File: src/rtl/pc_sequencer.sv
// Program-counter stage: sequential/branch/jump/brn next-PC selection plus a
// memory-indirect `jm` fetch FSM. Optional `jm` abort timer under JM_TIMEOUT_EN.
module pc_sequencer #(
  parameter logic [31:0] RESET_PC       = 32'h0000_0000,
  parameter int unsigned TIMEOUT_CYCLES = 16
) (
  input  logic        clk,
  input  logic        rst,
  input  logic        pc_en,
  input  logic        outmux1,
  input  logic        outmux0,
  input  logic        jbrnmux,
  input  logic        wrtdatmux,
  input  logic        jtype,
  input  logic [15:0] imm16,
  input  logic [25:0] jidx,
  input  logic [31:0] rs_data,
  input  logic [31:0] mem_rdata,
  input  logic        mem_rvalid,
  output logic [31:0] pc,
  output logic [31:0] pc_plus4,
  output logic        link_we,
  output logic [31:0] link_data,
  output logic        mem_req,
  output logic [31:0] mem_addr,
  output logic        stall,
  output logic        jm_timeout
);

  localparam logic [31:0] ALIGN_MASK = 32'hFFFF_FFFC;

  typedef enum logic [0:0] {
    RUN     = 1'b0,
    JM_WAIT = 1'b1
  } state_t;

  state_t      state, state_d;
  logic [31:0] pc_d;
  logic        mem_req_d;
  logic [31:0] mem_addr_d;
  logic [31:0] imm_sext;
  logic [31:0] btarget;
  logic [31:0] jtarget;
  logic [1:0]  sel;
  logic        tmo_hit;

  if (TIMEOUT_CYCLES == 0) begin : g_bad_timeout
    $error("pc_sequencer: TIMEOUT_CYCLES must be nonzero");
  end

  assign sel       = {outmux1, outmux0};
  assign imm_sext  = {{16{imm16[15]}}, imm16};
  assign pc_plus4  = pc + 32'd4;
  assign btarget   = pc_plus4 + {{14{imm16[15]}}, imm16, 2'b00};
  assign jtarget   = {pc_plus4[31:28], jidx, 2'b00};
  assign link_data = pc_plus4;
  assign link_we   = wrtdatmux & pc_en & (state == RUN);
  assign stall     = (state != RUN);

  // State, PC and jm request registers
  always_ff @(posedge clk or posedge rst) begin
    if (rst) begin
      state    <= RUN;
      pc       <= RESET_PC;
      mem_req  <= 1'b0;
      mem_addr <= 32'h0;
    end else begin
      state    <= state_d;
      pc       <= pc_d;
      mem_req  <= mem_req_d;
      mem_addr <= mem_addr_d;
    end
  end

  // Next-state and next-PC selection
  always_comb begin
    state_d    = state;
    pc_d       = pc;
    mem_req_d  = 1'b0;
    mem_addr_d = mem_addr;
    case (state)
      RUN: begin
        if (pc_en) begin
          case (sel)
            2'b00: pc_d = pc_plus4;
            2'b11: pc_d = btarget;
            2'b01: begin
              if (jbrnmux)    pc_d = rs_data & ALIGN_MASK;
              else if (jtype) pc_d = jtarget;
              else            pc_d = btarget;
            end
            default: begin
              mem_addr_d = rs_data + imm_sext;
              mem_req_d  = 1'b1;
              state_d    = JM_WAIT;
            end
          endcase
        end
      end
      JM_WAIT: begin
        // Read data beats the abort when both land in the same cycle
        if (mem_rvalid) begin
          pc_d    = mem_rdata & ALIGN_MASK;
          state_d = RUN;
        end else if (tmo_hit) begin
          pc_d    = pc_plus4;
          state_d = RUN;
        end
      end
      default: state_d = RUN;
    endcase
  end

`ifdef JM_TIMEOUT_EN
  localparam int unsigned CNT_W = $clog2(TIMEOUT_CYCLES + 1);

  logic [CNT_W-1:0] tmo_cnt;

  // Counts JM_WAIT cycles without read data; held at zero while running
  assign tmo_hit = (state == JM_WAIT) && !mem_rvalid &&
                   ((32'(tmo_cnt) + 32'd1) == TIMEOUT_CYCLES);

  always_ff @(posedge clk or posedge rst) begin
    if (rst) begin
      tmo_cnt    <= '0;
      jm_timeout <= 1'b0;
    end else begin
      jm_timeout <= tmo_hit;
      if (state == RUN)     tmo_cnt <= '0;
      else if (!mem_rvalid) tmo_cnt <= tmo_cnt + CNT_W'(1);
    end
  end
`else
  assign tmo_hit    = 1'b0;
  assign jm_timeout = 1'b0;
`endif

endmodule
File: config.mk
export PLATFORM = sky130hd
export DESIGN_NAME = pc_sequencer
export DESIGN_NICKNAME = d
export VERILOG_FILES = /design/src/rtl/pc_sequencer.sv
export SDC_FILE = /design/constraint.sdc
export NUM_CORES = 1
export LEC_CHECK = 0
export ABC_CLOCK_PERIOD_IN_PS = 4250
export BUFFER_PORTS_ARGS = -buffer_cell sky130_fd_sc_hd__buf_4
export CORE_MARGIN = 2
export CORE_UTILIZATION = 53
export CTS_CLUSTER_DIAMETER = 50
export DETAILED_ROUTE_END_ITERATION = 6
export PLACE_DENSITY = 0.83
export SYNTH_ARGS = -nofsm -noshare
export SYNTH_HDL_FRONTEND = slang
export SYNTH_SLANG_ARGS = --single-unit
File: constraint.sdc
create_clock -name clk -period 4.25 [get_ports clk]
set_input_delay 0.85 -clock clk [delete_from_list [all_inputs] [get_ports clk]]
set_output_delay 0.85 -clock clk [all_outputs]
set_load 0.03 [all_outputs]
==> results.toml <==
[route]
avgViaCountPerCell = 6.12
wl_per_cell_um = 19.3
wl_mm = 26.1
antenna_left = 0
vias = 8289
drt_first_iter_violations = 902
dr.pass1.iters = 5
drc = 0

[clock_tree]
root_buffer = "clkbuf_16"
cts_hold_buf = 0
cts_inserted_buffers = 9
clock-sinks = 64
post_cts.repair.setup_buffers = 0
path_clk_slew_ns = 0.05
max-clock-path-buffers = 2
h-tree-depth = 3
cts_tree = "yes"
clk-insertion-delay-late_ns = 0.35

[synth]
yosysTopAreaCell = "dfrtp_1"
synth_area_leaders = "dfrtp_1, ha_1, o21ai_0"
synth_edf_count = 0
synth_top_area_share_pct = 21.5
yosys_warnings = 0
ys_ff_latch = 64
syn_area_per_cell_um2 = 7.74
ys_seq_area_share_pct = 21.5
synth_area_um2 = 7440
ys_types = 68
synth_cells = 961
synthArstFlopShare_pct = 100
synth_ff_type = "dfrtp_1"

[setup_path]
worst_path_max_delay_cell = "dfrtp_2"
critPathMaxStageDelay_ns = 0.41
cp_max_fo = 9
cp_top_family = "compound AO/OA/AOI/OAI gates"
cp_cell_sequence = "ha_1 > and3_1 > nand4_1 > nor2_1 > nand2_1 > nor2_2 > xor2_2 > ha_1 > a21o_1 > a21o_1 > a21o_1 > a31o_2 > a21o_1 > a21oi_1 > o21a_1 > o22ai_1 > a211o_1"
crit_type = "reg -> reg"
arrival_ns = 4.33
cp.required_ns = 4.47
critPathBufInv = 0
end_kind = "register"
cp-start-kind = "register"
path_common_cell = "a21o_1"

[power_and_ir_drop]
p_per_area_nw_per_um2 = 665
p_leak_nw = 4.61
total_power_mw = 6.37
ir_worst_vdd_mv = 0.446

[die]
fp.dieW_um = 122
die_area_um2 = 15000
die_h_um = 122
rows = 43
start_util_pct = 54.0
core_um2 = 13800
io_pins = 247

[place]
dp.final_hpwl_mm = 20.6
place_inst = 1341
placed_area_um2 = 9320
gp_congestion = 0.968
dp_worst_setup_slack_ns = 0.143
numPortBuffers = 237

[run_status]
status = "complete, no violations"

[final_layout]
diodes = 0
area_delta_synth_final_pct = 28.8
stdcell_area_um2 = 9580
layout-drive-gt1-share_pct = 26.3
nets = 1357
fin_cells = 1355

[timing]
setup_ws_ns = 0.136
rsz0062_at_grt = "yes"
drv_slew = 0
fmax_ghz = 0.243
fin_crit_sh_pct = 96.8
min_period_ns = 4.11
tightest_slew_ns = 1.08
skew_ns = 0.00709
slew_headroom_pct = 28.0
finalSetupViolations = 0
hold_viol_final = 0

[global_route]
antenna_found_initial = 0
grt_start_max_net_pins = 58
grt_usage_pct = 34.5
grt_first_pass_wirelength_mm = 40.1
gr-total-overflow = 0
grt_pass1_vias = 7446

[worst_hold_path]
hp-class = "reg -> reg"

[flow_run]
cap_violations = 0
## registers in the layout, summed over array words and instances (netlist names)
| register | flops |
|---|---|
| pc | 30 |
| mem_req | 1 |
| mem_addr | 32 |
| stall | 1 |
## worst min-delay path, delay by kind of cell, from the launching register on
family	cells	cell delay (ns)
flip-flops	1	0.33
AO/OA/AOI/OAI	1	0.06
AND/OR/NAND/NOR	1	0.05
## cell usage in the layout (no fill, tap or decap), drive strengths merged, types with 5 or more instances in the layout
cell / netlist / routed
a211oi: 10 / 10
a21o: 45 / 45
a21oi: 76 / 76
a221oi: 14 / 14
a22o: 8 / 8
a22oi: 9 / 9
a31oi: 19 / 19
and2: 6 / 6
and3: 11 / 11
and4: 5 / 5
buf: 43 / 275
clkbuf: 38 / 13
conb: 1 / 7
dfrtp: 64 / 64
ha: 68 / 68
inv: 26 / 26
mux2i: 7 / 7
nand2: 101 / 101
nand2b: 14 / 14
nand3: 25 / 25
nand4: 11 / 11
nor2: 48 / 48
nor2b: 7 / 7
nor3: 15 / 15
o211ai: 8 / 8
o21a: 16 / 16
o21ai: 114 / 114
o22ai: 9 / 9
o31ai: 5 / 5
or3: 11 / 11
xnor2: 38 / 38
xor2: 38 / 38
## through the flow
stage	utilization, %	hold slack (ns)	setup TNS [ns]
after global routing	69.6	0.499	-0.152
after floorplan	-	0.657	0
after global placement	67.6	0.463	0
final	69.6	0.473	0
after CTS	69.5	0.482	0
after detailed placement	67.6	0.471	0
## cells in the mapped netlist, drive strengths merged, types with 3 or more instances
library cell	instances
o21ai	114
nand2	101
a21oi	76
ha	68
dfrtp	64
nor2	48
a21o	45
buf	43
clkbuf	38
xnor2	38
xor2	38
inv	26
nand3	25
a31oi	19
o21a	16
nor3	15
a221oi	14
nand2b	14
and3	11
nand4	11
or3	11
a211oi	10
a22oi	9
o22ai	9
a22o	8
o211ai	8
mux2i	7
nor2b	7
and2	6
and4	5
o31ai	5
a211o	3
a221o	3
nor3b	3
nor4	3
o2111a	3
o2111ai	3
o21bai	3
or2	3
## layout make-up
type / count / area [um^2]
clock buffers: 13 / 250
inverters: 26 / 97.6
clock inverters: 1 / 5.00
fillers: 1192 / 4190
flip-flops and latches: 64 / 1600
repair buffers: 275 / 2060
well taps: 180 / 225
multi-input cells: 796 / 5330
## power by group
part | total [mW] | internal (mW) | switching [mW]
Clock | 0.669 | 0.403 | 0.266
Sequential | 1.07 | 0.818 | 0.253
Combinational | 4.63 | 1.78 | 2.84
## metal layers
metal  track usage (%)  vias to the layer above  wire (um)
li1                  -                     3913          -
met1              50.4                     3811      11400
met2              51.0                      500      11100
met3              6.32                       65       2840
met4              11.6                        0        833
met5                 0                        -          0
## path summary, 6_finish.rpt
path                             start           to  slack [ns]  cells past startpoint
setup / recovery                 pc[2]       pc[31]        0.14                     17
hold / removal             mem_addr[6]  mem_addr[6]        0.47                      2
setup reg to reg                 pc[2]       pc[31]        0.14                     17
hold reg to reg            mem_addr[6]  mem_addr[6]        0.47                      2
max in group asynchronous          rst       pc[22]        2.61                      3
min in group asynchronous          rst  mem_addr[2]        0.79                      2
## timing repair
action,CTS,global route
setup endpoints to repair,0,3
endpoints found under the hold margin,0,0
gates resized for setup,0,2
## cells by family after synthesis
kind of cell	after synthesis	share of synthesized area (%)
compound gates	368	31.5
simple gates	267	17.4
buf+inv	107	7.30
xor+xnor	76	9.15
fa+ha+maj	70	12.0
flops	64	21.5
mux	8	1.09
other cells	1	0.0504
Note: power is estimated with default switching activity, not from simulation.
